==> src/rtl/instr_mem_loader.sv <==
// instr_mem_loader: receives a byte stream, packs each group of four bytes
// into a big-endian 32-bit word, and writes the words to instruction memory
// at addresses 0..memSize-1. busy stalls fetch; done marks the end of the load.
`timescale 1ns/1ps
module instr_mem_loader #(
    parameter int unsigned memSize   = 8,
    parameter int unsigned addrWidth = 5
) (
    input  logic                 clock,
    input  logic                 reset,
    input  logic                 start,
    input  logic                 byte_valid,
    input  logic [7:0]           byte_data,
    output logic                 byte_ready,
    output logic                 write_enable,
    output logic [addrWidth-1:0] write_address,
    output logic [31:0]          write_data,
    output logic                 busy,
    output logic                 done
);

    localparam logic [addrWidth-1:0] LAST_WORD = addrWidth'(memSize - 1);
    localparam logic [addrWidth-1:0] WORD_ONE  = addrWidth'(1);

    typedef enum logic [1:0] {
        IDLE  = 2'd0,
        LOAD  = 2'd1,
        WRITE = 2'd2,
        DONE  = 2'd3
    } state_t;

    state_t               state_q;
    logic [23:0]          shift_q;
    logic [1:0]           byte_cnt_q;
    logic [addrWidth-1:0] word_cnt_q;
    logic                 accept_c;

    // A byte is consumed only while the loader is offering ready.
    always_comb begin
        accept_c = byte_valid && byte_ready;
    end

    // Loader FSM; every output is registered and updated together with the state.
    always_ff @(posedge clock or posedge reset) begin
        if (reset) begin
            state_q       <= IDLE;
            shift_q       <= 24'd0;
            byte_cnt_q    <= 2'd0;
            word_cnt_q    <= '0;
            byte_ready    <= 1'b0;
            write_enable  <= 1'b0;
            write_address <= '0;
            write_data    <= 32'd0;
            busy          <= 1'b0;
            done          <= 1'b0;
        end else begin
            case (state_q)
                IDLE: begin
                    byte_cnt_q <= 2'd0;
                    word_cnt_q <= '0;
                    if (start) begin
                        state_q    <= LOAD;
                        byte_ready <= 1'b1;
                        busy       <= 1'b1;
                    end
                end

                LOAD: begin
                    if (accept_c) begin
                        shift_q    <= {shift_q[15:0], byte_data};
                        byte_cnt_q <= byte_cnt_q + 2'd1;
                        // Fourth byte completes the word: hand it to the memory next cycle.
                        if (byte_cnt_q == 2'd3) begin
                            write_data    <= {shift_q, byte_data};
                            write_address <= word_cnt_q;
                            write_enable  <= 1'b1;
                            byte_ready    <= 1'b0;
                            state_q       <= WRITE;
                        end
                    end
                end

                WRITE: begin
                    write_enable <= 1'b0;
                    if (word_cnt_q == LAST_WORD) begin
                        state_q <= DONE;
                        busy    <= 1'b0;
                        done    <= 1'b1;
                    end else begin
                        word_cnt_q <= word_cnt_q + WORD_ONE;
                        byte_ready <= 1'b1;
                        state_q    <= LOAD;
                    end
                end

                DONE: begin
                    // Address and data keep the last written word until a new load writes.
                    if (start) begin
                        done       <= 1'b0;
                        busy       <= 1'b1;
                        byte_ready <= 1'b1;
                        byte_cnt_q <= 2'd0;
                        word_cnt_q <= '0;
                        state_q    <= LOAD;
                    end
                end

                default: begin
                    state_q <= IDLE;
                end
            endcase
        end
    end

endmodule

==> config.mk <==
export PLATFORM = sky130hd
export DESIGN_NAME = instr_mem_loader
export DESIGN_NICKNAME = d
export VERILOG_FILES = /design/src/rtl/instr_mem_loader.sv
export SDC_FILE = /design/constraint.sdc
export NUM_CORES = 1
export LEC_CHECK = 0
export BUFFER_PORTS_ARGS = -buffer_cell sky130_fd_sc_hd__buf_4
export CAP_MARGIN = 15
export CORE_ASPECT_RATIO = 1.25
export CORE_MARGIN = 5
export CORE_UTILIZATION = 59
export CTS_CLUSTER_DIAMETER = 50
export DETAILED_ROUTE_END_ITERATION = 10
export PLACE_DENSITY = 0.84
export SYNTH_ARGS = -nofsm -noshare
export SYNTH_HDL_FRONTEND = slang
export SYNTH_SLANG_ARGS = --single-unit
export TNS_END_PERCENT = 10
==> constraint.sdc <==
create_clock -name clock -period 3.79 [get_ports clock]
set_input_delay 0.5685 -clock clock [delete_from_list [all_inputs] [get_ports clock]]
set_output_delay 0.5685 -clock clock [all_outputs]
set_load 0.02 [all_outputs]
# Yosys cells after proc, flatten, opt, wreduce, memory -nomap -nowiden
# Index checks and enable logic that the tools add are counted.
[totals]
regBits = 74
latch_bits = 0
ram_bits = 0
mem_bits_ro = 0
input_bits = 12
out_inout_bits = 41
elab_cells = 64
n_memories = 0
[op_classes]
n_addsub = 2
mul = 0
n_div = 0
order_cmp = 0
n_eq_ne = 11
shifts = 0
n_mux = 24
n_bitwise = 0
reduce_logical = 17
[ops]
columns = ["operator", "count"]
rows = [
  ["3-bit AND reduction", 7],
  ["5-bit one-hot mux with 3 select lines", 1],
  ["2-bit 2-to-1 mux", 6],
  ["2-bit one-hot mux with 3 select lines", 2],
  ["5-bit 2-to-1 mux", 2],
  ["2-bit inequality test, second input constant", 5],
  ["1-bit 2-to-1 mux", 9],
  ["2-bit equality test, second input constant", 3],
  ["1-bit one-hot mux with 2 select lines", 3],
  ["2-bit nonzero test", 3],
  ["3-bit nonzero test", 2],
  ["5-bit by 1-bit adder with 5-bit output, second input constant", 1],
  ["5-bit by 3-bit equality test with 1-bit output, second input constant", 1],
  ["4-bit AND reduction", 1],
  ["1-bit one-hot mux with 3 select lines", 1],
  ["2-bit by 1-bit adder with 2-bit output, second input constant", 1],
  ["2-bit by 1-bit equality test with 1-bit output, second input constant", 1],
  ["2-bit zero test", 1],
  ["2-bit by 1-bit inequality test with 1-bit output, second input constant", 1],
  ["2-bit AND reduction", 1],
  ["2-bit OR reduction", 1],
  ["1-bit logical AND", 1],
]

# Depth between registers and ports, before layout
# Gate-level depths: netlist of the first run.
[depth]
ltp_word = 4
ltp_mapped = 6

# Worst setup path after synthesis of the first run
# Ideal clock, no wire load.
[synth_path]
path_kind = "register -> register"
from = "register word_cnt_q[0]"
to = "register word_cnt_q[1]"
setup_ps = 82
t_arrival_ps = 1514
t_required_ps = 3708
path_slack_ps = 2194
path_stages_with_launch = 6
path_cell_list = "dfrtp_1 ha_1 nor4bb_1 buf_2 or4b_4 o22ai_1"
[synth_between]
elab_chain_len = 3
elab_cells_between_ends = 6
[synth_rtl]
columns = ["item", "line", "text"]
rows = [
  ["start, declared", "35", "logic [addrWidth-1:0] word_cnt_q;"],
  ["start signal, assigned", "90", "word_cnt_q <= word_cnt_q + WORD_ONE;"],
  ["5-bit by 1-bit adder with 5-bit output or 5-bit by 3-bit equality test with 1-bit output (tied branches)", "90, 85", ""],
  ["5-bit 2-to-1 mux or 2-bit inequality test (tied branches)", "n/a", ""],
  ["5-bit one-hot mux with 3 select lines or 3-bit AND reduction (tied branches)", "n/a", ""],
]
# Parallel ways exist; a longest one is shown, timed or not. The select of a mux whose other input is x is not followed.
# A chain may end at the register's enable or synchronous reset.

# Final worst setup path of the first run
[layout_path]
from = "register state_q[1]"
to = "register shift_q[3]"
[layout_between]
elab_chain_len = 2
[layout_rtl]
columns = ["item", "line", "text"]
rows = [
  ["start, declared", "32", "state_t state_q;"],
  ["start signal, assigned", "46", "state_q <= IDLE;"],
  ["start signal, assigned", "62", "state_q <= LOAD;"],
  ["start signal, assigned", "78", "state_q <= WRITE;"],
  ["2-bit by 1-bit equality test with 1-bit output", "57", "case (state_q)"],
  ["2-bit AND reduction (no source line)", "n/a", ""],
  ["end signal, assigned", "70", "shift_q <= {shift_q[15:0], byte_data};"],
  ["end, declared", "33", "logic [23:0] shift_q;"],
]
# Every way passes these cells.

==> out/results.tsv, run 1 <==
metric	value	unit
outcome	finished clean	
flop_pwr_share	50.6	%
fin_crit	2.19	ns
clockBufferDepth	2	
p_switching	0.725	mW
floorplan.rows	29	
cts.sinks	74	
rr_startpoint	state_q[1]	
cts_tree	done	
tns	0	ns
cts-buffers-inserted	9	
ctsRootBufferMaster	clkbuf_8	
htree_levels	3	
timing.rr.end	shift_q[3]	
synth_top_area_share	61.4	%
ff2ff_path_depth	4	
gp_congestion	0.768	
setup_repair_after_global_routing_missed_its_margin	no	
global_route.overflow_total	0	
synth_top_cell_by_area	dfrtp_1	
synth_async_sr_flop_share	100	%
criticalPathCategory	reg -> reg	
irDropWorstVdd	364	uV
yosysSeqAreaShare	61.4	%
grt_max_degree	75	
critPathMaxFanout	25	
synth-edff-count	0	
clkSlewWorstSetupHoldPaths	0.07	ns
tightestPinTransition	0.897	ns
core-area	5010	um2
cp-end-kind	flop	
initial_antenna_violation_count	0	
syn-cell-area	3020	um2
port_buffers	52	
post_placement_cell_area	3460	um2
drt-wirelength-per-cell	15.7	um
timing.hold.worst_endpoint	shift_q[4]	
synth_cell_type_count	32	
dp_worst_setup_slack	1.56	ns
initial_utilization	60.2	%
finalHoldViolCount	0	
setup_violations	0	
ys_seq_elements	74	
synthesis.yosys.warnings	0	
p_leak	1.86	nW
totalPowerFinal	2.25	mW
cellPowerDensity	624	nW/um2
drcViolationCount	0	
startpoint_type	flop	
final_layout_size_suffix_gt1_share	26.8	%
antenna_cells	0	
yosys.cell_count.top_type	dfrtp_1	
post_cts_hold_buffer_count	0	
syn_nets	227	
hp-start	byte_data[4]	
fin_ws	1.60	ns
comb_power_share	27.3	%
critPathArrivalTime	2.40	ns
wire_length_of_the_first_global_routing_pass	8.86	mm
fmax	0.457	GHz
synthFlopType	dfrtp_1	
design.portCount	53	
final_antenna_net_count	0	
power.share.clock	22.1	%
drv.max_cap_violation_count	0	
cell_internal_power	1.53	mW
switching_share	32.2	%
fin_worst_skew	0.00922	ns
die_w	74.0	um
hold_path.class	in -> reg	
dp_hpwl	3.63	mm
drtPass1Iterations	4	
syn_area_cell	14.4	um2
post_synth_most_frequent_cells	dfrtp_1 (74), mux2_1 (59), buf_2 (9)	
drtIter0Drc	94	
worst-r2r-setup-slack	1.60	ns
finalInstanceArea	3610	um2
timing.slew.headroom	40.2	%
ys_top_cells_by_area	dfrtp_1 (61%), mux2_1 (22%), ha_1 (2.1%)	
via_count_of_the_first_global_routing_pass	1921	
min_path_cells	2	
chipHeight	89.9	um
netlist_instances	210	
worst_skew_pair.late_latency	0.34	ns
grt.total_usage	17.5	%
design.die.area	6650	um2
drt-vias-per-instance	5.45	
min_period_over_period	57.8	%
timing.final.max_slew_violations	0	
via_count	1803	
flow.area_growth_from_synthesis	19.7	%
finish.net_count	282	
postRouteWirelength	5.21	mm
post_cts.repair.setup_buffers	0	
cp_data_required_time	4.00	ns
post_cts_resize_count	0	
hold_slack	0.446	ns
[area by class of cell]
cell class	count	area, um2
flip-flops and latches	74	1850
clock buffers	12	135
well taps	62	77.6
repair buffers	56	420
clock inverters	3	17.5
multi-input cells	116	1080
inverters	8	30.0
fillers	358	1400
[power groups by stage]
stage | registers [mW] | logic [mW] | clock network (mW)
floorplan | 1.17 | 0.409 | 0
global placement | 1.14 | 0.593 | 0
detailed placement | 1.16 | 0.625 | 0
CTS | 1.14 | 0.628 | 0.514
global route | 1.17 | 0.689 | 0.546
finish | 1.14 | 0.614 | 0.498
[worst max-delay path by stage]
stage | end | from | slack [ns]
CTS | shift_q[3] | state_q[1] | 1.54
floorplan | busy | reset | 1.34
finish | shift_q[3] | state_q[1] | 1.60
global route | byte_cnt_q[0] | state_q[1] | 1.32
detailed placement | shift_q[3] | state_q[1] | 1.56
global placement | shift_q[14] | state_q[1] | 1.67
[per-stage QoR]
| step | util, % | std cells |
|---|---|---|
| floorplan | - | 210 |
| global placement | 69.1 | 316 |
| detailed placement | 69.1 | 316 |
| CTS | 72.1 | 331 |
| global route | 72.1 | 331 |
| finish | 72.1 | 331 |
[routing by layer]
| metal | global-route usage, % | wire length [um] |
|---|---|---|
| met4 | 9.06 | 108 |
| met5 | 0 | 0 |
| met3 | 4.46 | 250 |
| met1 | 21.2 | 2150 |
| met2 | 28.0 | 2700 |
[layout by cell type, fill, tap and decap left out, types with 2 or more instances in the layout]
master / n
dfrtp_1: 74
nor2_1: 3
buf_4: 56
o21ai_0: 2
o21ai_1: 3
a21oi_1: 4
nand2_1: 4
mux2i_1: 4
a211oi_1: 2
nand3_1: 6
nor2b_1: 3
clkbuf_8: 9
o22ai_1: 3
ha_1: 5
a211o_1: 2
mux2_1: 59
clkinv_2: 2
o31ai_1: 2
inv_1: 7
clkbuf_1: 3
[critical path, cell delays in order, from the launching register on]
cell and delay, ns:
dfrtp_1 0.41, inv_1 0.08, ha_1 0.43, nand3_2 0.61, mux2_1 0.53
[cell families (layout without fill, tap and decap cells)]
family,Yosys count,after routing,synth area share [%]
AND/OR/NAND/NOR,22,22,4.27
multiplexers,63,63,23.4
flip-flops,74,74,61.4
AO/OA/AOI/OAI,26,26,6.06
buffers and inverters,20,79,2.86
adder cells (fa/ha/maj),5,5,2.07
[flip-flops by register name (all words and copies together) (netlist names)]
name,cells
busy,1
shift_q,24
byte_cnt_q,2
write_address,5
byte_ready,1
word_cnt_q,5
write_enable,1
done,1
write_data,32
state_q,2
Note: power is estimated with default switching activity, not from simulation.
==> inputs of run 2 (changes only) <==
- CORE_UTILIZATION: 59 -> 50
- PLACE_DENSITY: 0.84 -> 0.75
- clock period: 3.79 -> 2 ns (I/O delays scaled with it)
==> run 2 against run 1 <==
Against the previous run:
- non-clock buffer count rose by 3
- die area grew 16%
- via count is 0.72% higher
- clock-buffer cell count decreased by 1
- hold slack got worse by 0.40 ns
==> out/results.tsv, run 2 (synthesized netlist as in run 1, its figures left out) <==
metric	value	unit	change
rr_startpoint	word_cnt_q[0]		
dp_worst_setup_slack	0.154	ns	-1.41 ns
hold_path.class	in -> async		
critPathCapture	done		
clkSlewWorstSetupHoldPaths	0.07	ns	about the same
final_layout_size_suffix_gt1_share	28.7	%	+1.9 points
post_cts.repair.setup_buffers	0		unchanged
p_leak	1.90	nW	+2.2%
antenna_cells	0		unchanged
drtPass1Iterations	3		-1
chipHeight	96.8	um	+7.7%
drtIter0Drc	53		-44%
die_w	79.5	um	+7.5%
registers.top_by_ff_count	write_data		
fin_ws	0.138	ns	-1.46 ns
cts-buffers-inserted	9		unchanged
port_buffers	52		unchanged
initial_utilization	51.8	%	-8.4 points
startpoint_type	flop		
design.die.area	7700	um2	+16%
fin_worst_skew	0.00581	ns	-0.00341 ns
htree_levels	3		unchanged
gp_congestion	0.750		-2.3%
timing.final.max_slew_violations	0		unchanged
ff2ff_path_depth	5		+1
setup_repair_after_global_routing_missed_its_margin	no		
clockBufferDepth	2		unchanged
global_route.overflow_total	0		unchanged
crit_slowest_cell	nor4bb_1		
drt-vias-per-instance	5.37		-1.4%
via_count	1816		+0.72%
flow.area_growth_from_synthesis	22.8	%	
initial_antenna_violation_count	0		unchanged
drt-wirelength-per-cell	15.2	um	-3.5%
cts.sinks	74		unchanged
fin_crit	1.86	ns	-0.327 ns
post_route_non_filler_standard_cell_count	338		+2.1%
worst_skew_pair.late_latency	0.34	ns	about the same
worst_setup_path_startpoint	word_cnt_q[0]		
layout_common_cells	dfrtp_1 (74), mux2_1 (59), buf_4 (58)		
via_count_of_the_first_global_routing_pass	1865		-2.9%
outcome	finished clean		
irDropWorstVdd	716	uV	+97%
setup_violations	0		unchanged
fmax	0.537	GHz	+18%
floorplan.rows	31		+6.9%
cp-end-kind	flop		
tightestPinTransition	0.680	ns	-0.217 ns
biggestRegsByFlops	write_data x32, shift_q x24		
dp_cell_count	323		+2.2%
drv.max_cap_violation_count	0		unchanged
drcViolationCount	0		unchanged
cellPowerDensity	1220	nW/um2	+95%
mostFrequentLayoutCell	dfrtp_1		
tns	0	ns	unchanged
cts_tree	done		
finalHoldViolCount	0		unchanged
core-area	5820	um2	+16%
grt.total_usage	14.8	%	-2.7 points
timing.slew.headroom	54.6	%	+14 points
worst-r2r-setup-slack	0.14	ns	-1.46 ns
cp_data_required_time	2.22	ns	-1.78 ns
post_cts_resize_count	0		unchanged
critPathArrivalTime	2.09	ns	-0.31 ns
critPathMaxFanout	5		-80%
totalPowerFinal	4.52	mW	+100%
dp_hpwl	3.56	mm	-2.1%
grt_max_degree	75		unchanged
largest_stage_delay_worst_path	0.56	ns	-0.05 ns
crit_path_cell_trace	ha_1 -> nor4bb_1 -> buf_4 -> mux2i_1 -> a22o_1		
postRouteWirelength	5.13	mm	-1.4%
criticalPathCategory	reg -> reg		
ctsRootBufferMaster	clkbuf_8		
final_antenna_net_count	0		unchanged
timing.rr.end	done		
design.portCount	53		unchanged
finish.net_count	285		+1.1%
post_cts_hold_buffer_count	0		unchanged
largest_register_ff_count	32		unchanged
wire_length_of_the_first_global_routing_pass	8.86	mm	unchanged
min_period_over_period	93.1	%	+35 points
run 2: cell types whose count changed in the layout (fill, tap and decap cells not counted), sizes merged:
| cell | previous run | this run |
|---|---|---|
| clkbuf | 12 | 11 |
| buf | 56 | 59 |
| clkinvlp | 1 | 2 |
| bufinv | 0 | 1 |
| inv | 8 | 7 |
run 2: worst min path at each step:
| stage | startpoint | end | slack, ns | cells after the start |
|---|---|---|---|---|
| floorplan | byte_data[0] | shift_q[0] | 0.43 | 1 |
| global placement | reset | write_data[15] | 0.44 | 3 |
| detailed placement | reset | write_data[15] | 0.44 | 3 |
| CTS | reset | write_data[15] | 0.06 | 3 |
| global route | reset | write_data[4] | 0.09 | 3 |
| finish | reset | write_data[31] | 0.05 | 3 |
run 2: metrics by stage:
stage               hold WS, ns  instance area, um2  utilization [%]
floorplan                 0.432                3020                -
global placement          0.437                3500             60.2
detailed placement        0.443                3500             60.2
CTS                      0.0633                3700             63.7
global route             0.0887                3700             63.7
finish                   0.0510                3700             63.7
run 2: where the power goes:
group,switching [mW],internal (mW)
Combinational,0.614,0.592
Sequential,0.258,1.89
Clock,0.523,0.637
run 2: cell type report:
type	instances	area, um2
clock buffer	11	151
clock inverter	4	51.3
fill	435	2110
inverter	8	33.8
multi-input combinational	116	1080
sequential	74	1850
tap	66	82.6
timing repair buffer	59	455
run 2: critical path: cells and delay by family (launching register included):
family	cells	cell delay, ns
AOI/OAI and AO/OA	1	0.23
buffers and inverters	1	0.25
muxes	1	0.07
and+or+nand+nor	1	0.56
DFF	1	0.41
adders and majority gates	1	0.22
run 2: metal layers:
layer / global-route usage, % / vias up / share of wire [%]
li1: - / 865 / -
met1: 17.7 / 910 / 42
met2: 24.1 / 33 / 51
met3: 4.28 / 8 / 4.7
met4: 7.14 / 0 / 2.2
met5: 0 / - / 0
==> inputs of run 3 (changes only) <==
- RECOVER_POWER: unset -> 25
==> run 3 against run 2 <==
Against the previous run:
- the run now ends with capacitance limit, slew limit left
- register-to-register slack about the same
- sequential cell count is the same
- sequential power about the same
- routed wire length increased by 0.14%
- power about the same
- cell count stayed put
- non-clock buffer count did not move
- setup slack unchanged
- critical path type unchanged
==> out/results.tsv, run 3 (synthesized netlist as in run 1, its figures left out) <==
metric	value	unit	change
irDropWorstVdd	716	uV	about the same
timing.slew.headroom	-3.90	%	-58 points
crit_path_cell_trace	ha_1 -> nor4bb_1 -> buf_4 -> mux2i_1 -> a22o_1		
cts_tree	done		
fin_worst_skew	0.00624	ns	+0.000432 ns
mostFrequentLayoutCell	dfrtp_1		
post_placement_cell_area	3500	um2	unchanged
fin_crit	1.86	ns	unchanged
cp-end-kind	flop		
postRouteWirelength	5.14	mm	+0.14%
clockBufferDepth	2		unchanged
min_period_over_period	93.1	%	unchanged
clkSlewWorstSetupHoldPaths	0.08	ns	about the same
drtIter0Drc	54		+1.9%
design.portCount	53		unchanged
design.die.area	7700	um2	unchanged
grt_max_degree	75		unchanged
post_cts.repair.setup_buffers	0		unchanged
critPathArrivalTime	2.09	ns	about the same
setup_repair_after_global_routing_missed_its_margin	no		
antenna_cells	0		unchanged
finalHoldViolCount	0		unchanged
grt.total_usage	14.8	%	unchanged
chipHeight	96.8	um	unchanged
via_count	1811		-0.28%
finalInstanceArea	3690	um2	-0.47%
hold_path.class	in -> reg		
p_leak	1.90	nW	-0.30%
critPathMaxFanout	5		unchanged
utilization	63.4	%	-0.30 points
timing.final.max_slew_violations	75		+75
post_cts_hold_buffer_count	0		unchanged
post_cts_resize_count	0		unchanged
drtPass1Iterations	3		unchanged
worst_skew_pair.late_latency	0.34	ns	about the same
criticalPathCategory	reg -> reg		
flow.area_growth_from_synthesis	22.2	%	
port_buffers	52		unchanged
hold_slack	0.177	ns	+0.126 ns
cts.sinks	74		unchanged
multi_input_area	1080	um2	unchanged
worstPathBufferInverterCount	1		unchanged
drcViolationCount	0		unchanged
finish.net_count	285		unchanged
drt-vias-per-instance	5.36		-0.28%
setup_violations	0		unchanged
final_antenna_net_count	0		unchanged
fin_ws	0.138	ns	unchanged
startpoint_type	flop		
initial_utilization	51.8	%	unchanged
outcome	finished with violations		
htree_levels	3		unchanged
seq_area	1850	um2	unchanged
global_route.overflow_total	0		unchanged
die_w	79.5	um	unchanged
dp_worst_setup_slack	0.154	ns	unchanged
drt-wirelength-per-cell	15.2	um	+0.14%
cellPowerDensity	1220	nW/um2	+0.39%
core-area	5820	um2	unchanged
wire_length_of_the_first_global_routing_pass	8.86	mm	unchanged
biggestRegsByFlops	write_data x32, shift_q x24		
drv.max_cap_violation_count	1		+1
registers.top_by_ff_count	write_data		
largest_stage_delay_worst_path	0.56	ns	about the same
final_layout_size_suffix_gt1_share	28.7	%	unchanged
via_count_of_the_first_global_routing_pass	1865		unchanged
cts-buffers-inserted	9		unchanged
totalPowerFinal	4.51	mW	about the same
post_route_non_filler_standard_cell_count	338		unchanged
tightestPinTransition	1.56	ns	+0.878 ns
dp_cell_count	323		unchanged
crit_family	simple AND/OR/NAND/NOR gates		
initial_antenna_violation_count	0		unchanged
floorplan.rows	31		unchanged
largest_register_ff_count	32		unchanged
num-fill-cells	437		+0.46%
layout_common_cells	dfrtp_1 (74), mux2_1 (59), buf_4 (57)		
tns	0	ns	unchanged
dp_hpwl	3.56	mm	unchanged
failing_checks	capacitance limit, slew limit		
ctsRootBufferMaster	clkbuf_8		
gp_congestion	0.750		unchanged
fmax	0.537	GHz	unchanged
crit_slowest_cell	nor4bb_1		
cp_data_required_time	2.22	ns	about the same
## run 3: cell types whose count changed in the layout (fill, tap and decap cells not counted)
| cell | change |
|---|---|
| buf_12 | -1 |
| buf_2 | +1 |
| buf_4 | -1 |
| clkbuf_4 | +1 |
| clkinvlp_2 | +1 |
| clkinvlp_4 | -1 |
## run 3: cell type report
class,count,share of cell area (%)
repair buffers,59,11.9
clock buffers,11,4.11
clock inverters,4,1.39
flip-flops and latches,74,50.2
well taps,66,2.24
inverters,8,0.848
multi-input cells,116,29.2
## run 3: worst register-to-register path: stages (launching register included)
cell,delay (ns)
dfrtp_1,0.41
ha_1,0.22
nor4bb_1,0.56
buf_4,0.25
mux2i_1,0.07
a22o_1,0.23
## run 3: per-layer routing
metal  routed length, um  vias up  track usage [%]
met1                2170      905             17.7
met4                 112        0             7.14
met5                   0        -                0
met3                 243        8             4.28
li1                    -      865                -
met2                2610       33             24.1
## run 3: final timing paths
check,from,end,slack (ns),cells past startpoint
worst max-delay path,word_cnt_q[0],done,0.14,5
worst min-delay path,byte_data[7],shift_q[7],0.18,2
worst max register to register,word_cnt_q[0],done,0.14,5
worst min register to register,shift_q[16],shift_q[16],0.48,1
max in group asynchronous,reset,write_data[26],0.54,3
min in group asynchronous,reset,write_data[15],0.53,3
## run 3: where the power goes
part / internal, mW / switching (mW)
Clock: 0.637 / 0.524
Combinational: 0.588 / 0.613
Sequential: 1.89 / 0.258
Total: 3.12 / 1.39
